`config.mk`:
```
export PLATFORM = sky130hd
export DESIGN_NAME = regfile_scoreboard_flat
export DESIGN_NICKNAME = d
export VERILOG_FILES = /design/src/rtl/regfile_scoreboard_if.sv /design/src/rtl/regfile_scoreboard.sv /design/src/flat_wrapper.sv
export SDC_FILE = /design/constraint.sdc
export NUM_CORES = 2
export LEC_CHECK = 0
export BUFFER_PORTS_ARGS = -buffer_cell sky130_fd_sc_hd__buf_4
export CAP_MARGIN = 20
export CELL_PAD_IN_SITES_DETAIL_PLACEMENT = 0
export CELL_PAD_IN_SITES_GLOBAL_PLACEMENT = 1
export CORE_MARGIN = 2
export CORE_UTILIZATION = 50
export DETAILED_ROUTE_END_ITERATION = 8
export HOLD_SLACK_MARGIN = 0.15
export PLACE_DENSITY_LB_ADDON = 0.1
export SLEW_MARGIN = 15
export SYNTH_ARGS = -nofsm -noshare
export SYNTH_HDL_FRONTEND = slang
export SYNTH_SLANG_ARGS = --single-unit
```
`constraint.sdc`:
```
create_clock -name clk_in -period 6.2 [get_ports clk_in]
set_input_delay 1.24 -clock clk_in [delete_from_list [all_inputs] [get_ports clk_in]]
set_output_delay 1.24 -clock clk_in [all_outputs]
set_load 0.02 [all_outputs]
```
`src/rtl/regfile_scoreboard_if.sv`:
```
// ---------------------------------------------------------------------------
// regfile_scoreboard_if
// Bundles the read, writeback and issue signals of the register file so the
// issue/execute logic and the register file share one port declaration.
// The issue/writeback side uses the master modport; the register file uses slave.
// ---------------------------------------------------------------------------
interface regfile_scoreboard_if #(
    parameter int DATA_W = 32,
    parameter int ADDR_W = 5
);
    logic              sel_in;
    logic [ADDR_W-1:0] rsa_in;
    logic [ADDR_W-1:0] rsb_in;
    logic [DATA_W-1:0] rsa_val_out;
    logic [DATA_W-1:0] rsb_val_out;
    logic              rsa_busy_out;
    logic              rsb_busy_out;
    logic [ADDR_W-1:0] rd_in;
    logic [DATA_W-1:0] rd_val_in;
    logic              wb_in;
    logic [1:0]        wb_mode_in;
    logic              issue_in;
    logic [ADDR_W-1:0] issue_rd_in;

    modport master (
        output sel_in, rsa_in, rsb_in, rd_in, rd_val_in, wb_in, wb_mode_in,
               issue_in, issue_rd_in,
        input  rsa_val_out, rsb_val_out, rsa_busy_out, rsb_busy_out
    );

    modport slave (
        input  sel_in, rsa_in, rsb_in, rd_in, rd_val_in, wb_in, wb_mode_in,
               issue_in, issue_rd_in,
        output rsa_val_out, rsb_val_out, rsa_busy_out, rsb_busy_out
    );
endinterface

```
`src/rtl/regfile_scoreboard.sv`:
```
// ---------------------------------------------------------------------------
// regfile_scoreboard
// Parametrised register file with two registered read ports, one writeback
// port (full word / low half / upper half) and a per-register busy
// scoreboard used by issue logic to detect read-after-write hazards.
//
// Compile-time option:
//   REGFILE_BYPASS_EN - when defined, a read at the same edge as a write to
//                       the same register returns the merged post-write
//                       value. When undefined, reads return the pre-write
//                       value and the forwarding muxes are absent.
// The scoreboard behaves identically in both builds: busy outputs always
// reflect the same-edge set/clear.
// ---------------------------------------------------------------------------
module regfile_scoreboard #(
    parameter int DATA_W   = 32,
    parameter int ADDR_W   = 5,
    parameter int ZERO_REG = 1
) (
    input  logic                 clk_in,
    input  logic                 reset_in,
    regfile_scoreboard_if.slave  bus
);

    localparam int HALF_W = DATA_W / 2;
    localparam int DEPTH  = 1 << ADDR_W;

    typedef enum logic [1:0] {
        WB_FULL = 2'b00,
        WB_LOW  = 2'b01,
        WB_HIGH = 2'b10,
        WB_NONE = 2'b11
    } wb_mode_e;

    // Architectural state
    logic [DATA_W-1:0] regs [DEPTH];
    logic [DEPTH-1:0]  busy_q;

    // Next-state / datapath signals
    logic [DEPTH-1:0]  busy_d;
    logic              wr_en;
    logic [DATA_W-1:0] wr_cur;
    logic [DATA_W-1:0] wr_data;
    logic [DATA_W-1:0] rsa_d;
    logic [DATA_W-1:0] rsb_d;
    logic              active;
    logic              rd_is_zero;

    assign active     = !bus.sel_in;
    assign rd_is_zero = (ZERO_REG != 0) && (bus.rd_in == '0);

    // Writeback merge: build the full post-write word for the target register
    always_comb begin
        // NOTE: every variable gets a default before any branch so no path
        // leaves it unassigned; that is what keeps this block latch-free.
        wr_en   = active && bus.wb_in && !rd_is_zero;
        wr_cur  = regs[bus.rd_in];
        wr_data = bus.rd_val_in;
        case (wb_mode_e'(bus.wb_mode_in))
            WB_FULL: wr_data = bus.rd_val_in;
            WB_LOW:  wr_data = {wr_cur[DATA_W-1:HALF_W], bus.rd_val_in[HALF_W-1:0]};
            WB_HIGH: wr_data = {bus.rd_val_in[HALF_W-1:0], wr_cur[HALF_W-1:0]};
            WB_NONE: wr_en   = 1'b0;
        endcase
    end

    // Scoreboard next state: writeback clears, issue sets, set wins on a tie
    always_comb begin
        // NOTE: combinational blocks use blocking '=' so later statements see
        // earlier ones; the set below deliberately overrides the clear above.
        busy_d = busy_q;
        if (active) begin
            if (bus.wb_in) begin
                busy_d[bus.rd_in] = 1'b0;
            end
            if (bus.issue_in) begin
                busy_d[bus.issue_rd_in] = 1'b1;
            end
        end
        if (ZERO_REG != 0) begin
            busy_d[0] = 1'b0;
        end
    end

    // Read data selection, with optional forwarding of the same-edge write
    always_comb begin
        rsa_d = regs[bus.rsa_in];
        rsb_d = regs[bus.rsb_in];
`ifdef REGFILE_BYPASS_EN
        if (wr_en && (bus.rd_in == bus.rsa_in)) begin
            rsa_d = wr_data;
        end
        if (wr_en && (bus.rd_in == bus.rsb_in)) begin
            rsb_d = wr_data;
        end
`else
        // Pre-write value: the write becomes visible one cycle later.
`endif
    end

    // Register array update; reset clears every entry
    always_ff @(posedge clk_in) begin
        // NOTE: the array is reset explicitly because software relies on all
        // registers reading 0 after reset; this forces flops rather than RAM.
        if (reset_in) begin
            for (int i = 0; i < DEPTH; i++) begin
                regs[i] <= '0;
            end
        end else if (wr_en) begin
            regs[bus.rd_in] <= wr_data;
        end
    end

    // Scoreboard state register
    always_ff @(posedge clk_in) begin
        if (reset_in) begin
            busy_q <= '0;
        end else begin
            busy_q <= busy_d;
        end
    end

    // Registered read ports; hold while the chip is deselected
    always_ff @(posedge clk_in) begin
        if (reset_in) begin
            bus.rsa_val_out  <= '0;
            bus.rsb_val_out  <= '0;
            bus.rsa_busy_out <= 1'b0;
            bus.rsb_busy_out <= 1'b0;
        end else if (active) begin
            bus.rsa_val_out  <= rsa_d;
            bus.rsb_val_out  <= rsb_d;
            bus.rsa_busy_out <= busy_d[bus.rsa_in];
            bus.rsb_busy_out <= busy_d[bus.rsb_in];
        end
    end

endmodule

```
`src/flat_wrapper.sv`:
```
// flat-port wrapper written by rule: the top's interface ports become plain ports
module regfile_scoreboard_flat 
#(
    parameter int DATA_W   = 32,
    parameter int ADDR_W   = 5,
    parameter int ZERO_REG = 1
)
  (clk_in, reset_in, bus_sel_in, bus_rsa_in, bus_rsb_in, bus_rd_in, bus_rd_val_in, bus_wb_in, bus_wb_mode_in, bus_issue_in, bus_issue_rd_in, bus_rsa_val_out, bus_rsb_val_out, bus_rsa_busy_out, bus_rsb_busy_out);
  regfile_scoreboard_if #(.DATA_W(DATA_W), .ADDR_W(ADDR_W)) bus_i ();
  input  logic clk_in;
  input  logic reset_in;
  input wire logic [$bits(bus_i.sel_in)-1:0] bus_sel_in;
  input wire logic [$bits(bus_i.rsa_in)-1:0] bus_rsa_in;
  input wire logic [$bits(bus_i.rsb_in)-1:0] bus_rsb_in;
  input wire logic [$bits(bus_i.rd_in)-1:0] bus_rd_in;
  input wire logic [$bits(bus_i.rd_val_in)-1:0] bus_rd_val_in;
  input wire logic [$bits(bus_i.wb_in)-1:0] bus_wb_in;
  input wire logic [$bits(bus_i.wb_mode_in)-1:0] bus_wb_mode_in;
  input wire logic [$bits(bus_i.issue_in)-1:0] bus_issue_in;
  input wire logic [$bits(bus_i.issue_rd_in)-1:0] bus_issue_rd_in;
  output wire logic [$bits(bus_i.rsa_val_out)-1:0] bus_rsa_val_out;
  output wire logic [$bits(bus_i.rsb_val_out)-1:0] bus_rsb_val_out;
  output wire logic [$bits(bus_i.rsa_busy_out)-1:0] bus_rsa_busy_out;
  output wire logic [$bits(bus_i.rsb_busy_out)-1:0] bus_rsb_busy_out;
  assign bus_i.sel_in = bus_sel_in;
  assign bus_i.rsa_in = bus_rsa_in;
  assign bus_i.rsb_in = bus_rsb_in;
  assign bus_i.rd_in = bus_rd_in;
  assign bus_i.rd_val_in = bus_rd_val_in;
  assign bus_i.wb_in = bus_wb_in;
  assign bus_i.wb_mode_in = bus_wb_mode_in;
  assign bus_i.issue_in = bus_issue_in;
  assign bus_i.issue_rd_in = bus_issue_rd_in;
  assign bus_rsa_val_out = bus_i.rsa_val_out;
  assign bus_rsb_val_out = bus_i.rsb_val_out;
  assign bus_rsa_busy_out = bus_i.rsa_busy_out;
  assign bus_rsb_busy_out = bus_i.rsb_busy_out;
  regfile_scoreboard #(.DATA_W(DATA_W), .ADDR_W(ADDR_W), .ZERO_REG(ZERO_REG)) u_core (.clk_in(clk_in), .reset_in(reset_in), .bus(bus_i));
endmodule
```
---- Word level (Yosys, flattened, before mapping) ----
Memories as Yosys holds them, arrays and structs flattened. A register that Yosys moved wholly into a read port is not among the register bits.
Index checks and enable logic that the tools add are counted.
operators by class
  order comparisons ....................... 6
  reduce and logical (&&, ||, !) cells .... 12
  bitwise gates (word level) .............. 3
  equality and inequality tests ........... 5
  muxes and demuxes ....................... 22
operator list
  cell                                                                   number
  32-bit two-way mux                                                     5
  32-bit case mux with 2 select lines                                    1
  32-bit AND                                                             1
  32-bit NOT                                                             1
  32-bit OR                                                              1
  32-bit OR reduction                                                    1
  5-bit by 6-bit < comparator with 1-bit output, second input constant   4
  1-bit binary-select mux with 5-bit select                              2
  1-bit demux with 5-bit select                                          2
  5-bit by 1-bit >= comparator with 1-bit output, second input constant  2
  1-bit two-way mux                                                      10
  5-bit logical NOT                                                      1
  5-bit two-way mux                                                      1
  2-bit == test, second input constant                                   2
  1-bit logical AND                                                      4
  1-bit logical NOT                                                      4
  2-bit AND reduction                                                    2
  2-bit by 1-bit == test with 1-bit output, second input constant        1
  2-bit two-way mux                                                      1
  1-bit inequality test, second input constant                           2
word-level totals
  word-level logic and storage cells ...... 53
  output and inout bits ................... 66
  memories kept ........................... 1
  input port bits ......................... 59
  bits in writable memories ............... 1024
  bits in registers ....................... 34
memory list
  memory       depth  bits a word  read ports  clocked after memory_dff  write ports  line                      text
  u_core.regs  32     32           2           2                         32           regfile_scoreboard.sv:36  logic [DATA_W-1:0] regs [DEPTH];

---- Depth between registers and ports, before layout ----
  word-level depth ........................ 13
  depth in mapped cells ................... 9
  depth with buffers taken out ............ 7

---- Worst setup path after synthesis ----
Ideal clock, no wire load.
  kind .................................... input -> register
  from .................................... input port bus_wb_mode_in[0]
  to ...................................... memory u_core.regs[2][0], enable pin
  setup slack ............................. 2.759 ns
  arrival time ............................ 3.066 ns
  cell stages on the path ................. 8
  buffers on the path ..................... 1
  library setup time ...................... 0.375 ns
  data required time ...................... 5.825 ns
  path through ............................ ha_1 nor4b_2 o31ai_1 or2_1 buf_2 nor2_2 nand2_2 nand2b_1
RTL lines
  what                line                      text
  start: declaration  flat_wrapper.sv:18        input wire logic [$bits(bus_i.wb_mode_in)-1:0] bus_wb_mode_in;
  end: declaration    regfile_scoreboard.sv:36

==> impl_results.md <==
* Run status: completed
* Least-Margin Pin Slew at around 1.2 ns
* Synth warn at 0
* Clock Skew at ~0.027 ns
* CP Data Required Time at approximately 6.5 ns
* Fill count at 8832
* Sink Count at around 1100
* Critical Path Start: bus_wb_mode_in[0]
* Main synth FF type: edfxtp_1
* Share of cells above drive strength 1 at between 20 and 30%
* Mapped Cells at between 3000 and 4000
* I/O pins at 125
* Yosys cell types at 53
* Most frequent cells in the layout: 1125 x nor2_1, 1024 x edfxtp_1, 646 x mux4_2
* Port bufs at 124
* CP Class: in -> reg
* Vias in the first global route at about 35000
* Maximum clock insertion buffer count at 3
* Gate power share at 13.6%
* Part of the power in registers at 47.3%
* Max Cap Violations at 0
* Commonest non-fill, non-tap cell in the layout: nor2_1
* Fmax achieved at between 0.2 and 0.25 GHz
* Unrepaired setup endpoints after global routing: false
* TritonCTS Buffers at 120
* Hold-fix buffers, CTS at 0
* Switching share of total power at roughly a quarter
* Peak supply drop at ~0.24 mV
* DRT Pass-1 Iters at 6
* CP endpoint kind: flip-flop
* Internal at 0.0139 W
* Hold Startpoint: u_core.bus.rsb_val_out[14]$_SDFFE_PP0N_
* Static leakage at about 20 nW
* Row count at 123
* Initial antenna violation count at 11
* ANT nets after route at 0
* NetSw at 0.00494 W
* First-pass GRT wire length at between 200 and 300 mm
* Worst-path maximum fanout at 17
* Worst path arrival time at approximately 4.4 ns
* Pin count of the biggest net entering global routing at roughly 130
* Clock slew at reported path FFs at approximately 0.060 ns
* Die Ht at ~340 um
* Fin util at between 50% and 60%
* Drt via density at 6.82
* Synthesized area at 56400 sq um
* 1st-iter DRT viols at 5386
* Setup TNS at 0 ns
* Pwr per Cell Area at 301 nW/um^2
* Initial core utilization at between 50% and 60%
* Core box area at ~110000 sq um
* Number of synthesized register bits at 1121
* CTS tree: done
* Min Clock Period, post-route at 4.11 ns
* Post-synth EDFFs at ~1000
* Multi-input logic area at 22400 sq um
* Skew-Pair Late Insertion Delay at 0.73 ns
* Final setup viols at 0
* Ys async rst share at 0%
* Hold_ws at a little under 0.5 ns
* Die area at 116000 sq um
* WL/cell at about 36 um
* Die width at about 340 um
* Cells along the critical path: buf_4, ha_1, nor4b_2, o31ai_1, or2_1, nor2_2, nand2_2, nand2b_1
* Slowest stage delay, CP at 0.87 ns
* Buf+Inv Stages, Crit Path at 1
* Tcrit/Tclk final at roughly two thirds
* Crit-path leading delay family: simple AND/OR/NAND/NOR gates
* DR vias at roughly 37000
* FF/Latch Area at between 30000 and 40000 sq um
* Slowest CP cell: nand2b_1
* Final Cell Area at 62700 sq um
* Number of max-slew violations in the final report at 0
* Clk Tree Root Cell: clkbuf_16
* CTS resizes at 0
* H-Tree Depth at 3
* Drt total wl at slightly below 200 mm
* Grt ovf at 0
* Cell count after placement at slightly above 5000
* Routability cong. at a little over 0.9
* Sequential area share after synthesis at a little under 60%
* Headroom to the max-slew limit at between 15 and 20%
* Final Hold Viols at 0
* Hold crit path type: reg -> reg
* DR DRC count at 0
* Total track usage at between 30% and 40%
* R2r startpoint: u_core.regs[30][11]$_SDFFCE_PN0P_
* Clock share of power at roughly two fifths
* Final cell count without fillers at between 5000 and 6000
* Synthesized area per cell at ~15 sq um
* CP Launch Type: primary input
* Setup bufs post-CTS at 0
* Nets at 3831
* Placed instance area at between 50000 and 60000 sq um
* Layout area overhead at 11.1%
* HPWL Detailed at 129 mm
[layer usage]
| metal | part of all wire, % | vias to the layer above | GRT usage (%) | wire, um |
|---|---|---|---|---|
| li1 | - | 14500 | - | - |
| met1 | 38 | 19400 | 47.6 | 74000 |
| met2 | 45 | 2522 | 50.6 | 88200 |
| met3 | 13 | 315 | 9.91 | 25500 |
| met4 | 3.3 | 6 | 10.2 | 6480 |
| met5 | 0.021 | - | 0 | 41 |
[area by class of cell]
class                           count  share of cell area, %
Antenna cell                        2                0.00798
Multi-Input combinational cell   2316                   35.7
Timing Repair Buffer              204                   2.75
Sequential cell                  1121                   52.2
Clock inverter                     67                   1.10
Inverter                            6                 0.0359
Tap cell                         1500                   2.99
Clock buffer                      156                   5.26
[flip-flops by register name (all words and copies together), names as in the netlist]
name / count
u_core.regs: 1024
u_core.bus.rsa_val_out: 32
u_core.bus.rsb_val_out: 32
u_core.busy_q: 31
u_core.bus.rsa_busy_out: 1
u_core.bus.rsb_busy_out: 1
[power groups by stage]
stage | clock network [W] | logic [W] | registers (W)
2_1_floorplan | 0 | 0.00146 | 0.00896
3_3_place_gp | 0 | 0.00251 | 0.00903
3_5_place_dp | 0 | 0.00252 | 0.00906
4_1_cts | 0.00741 | 0.00252 | 0.00891
5_1_grt | 0.00769 | 0.00262 | 0.00894
6_report | 0.00737 | 0.00257 | 0.00892
[synth_stat cells (3+ instances only)]
cell type     n  area share, %
nor2_1     1125            7.5
edfxtp_1   1024             55
mux4_2      646             26
clkbuf_1    205            1.4
dfxtp_1      97            3.4
buf_2        96           0.85
a21oi_1      85           0.75
nand2b_1     69           0.77
mux2i_1      66            1.2
nand2_2      62           0.69
buf_1        53           0.35
nand2_1      50           0.33
o21ai_0      36           0.32
a22oi_1      18           0.24
nor2b_1      16           0.18
buf_4        15           0.20
a31oi_1      10           0.11
nand3_1      10          0.089
and3_1        9           0.10
o21ai_1       9          0.080
nor2_2        7          0.078
nor3_1        7          0.062
inv_1         6          0.040
nor3b_1       6          0.080
and3b_1       4          0.062
nand3b_1      4          0.053
ha_1          3          0.067
nand4bb_1     3          0.060
o31ai_1       3          0.040
or3b_2        3          0.047
[final timing paths]
path / cells after the start / slack [ns] / endpoint
min: 2 / 0.49 / u_core.bus.rsb_val_out[14]$_SDFFE_PP0N_
min reg2reg: 2 / 0.49 / u_core.bus.rsb_val_out[14]$_SDFFE_PP0N_
max reg2reg: 6 / 3.71 / u_core.bus.rsb_val_out[11]$_SDFFE_PP0N_
max: 8 / 2.09 / u_core.regs[7][9]$_SDFFCE_PN0P_
[cells by family (layout without fill, tap and decap cells)]
group / Yosys count / after routing / synth area share (%)
simple gates: 1394 / 1394 / 10.4
compound gates: 173 / 173 / 1.73
flops: 1121 / 1121 / 57.9
fa+ha+maj: 3 / 3 / 0.0665
mux: 714 / 714 / 27.0
buf+inv: 377 / 433 / 2.85
other cells: 1 / 34 / 0.00665
[worst reg2reg max path, delay by kind of cell (launching register included)]
family / cells / cell delay [ns]
and+or+nand+nor: 2 / 0.14
AOI/OAI and AO/OA: 1 / 0.14
DFF: 1 / 0.48
muxes: 3 / 1.58
[metrics by stage]
step                      setup slack (ns)  total power (W)
after global routing                  2.01           0.0193
after global placement                1.48           0.0115
after CTS                             2.20           0.0188
after floorplan                       2.76           0.0104
after detailed placement              1.46           0.0116
final                                 2.09           0.0189
No activity file was read; power rests on OpenSTA's default activity.
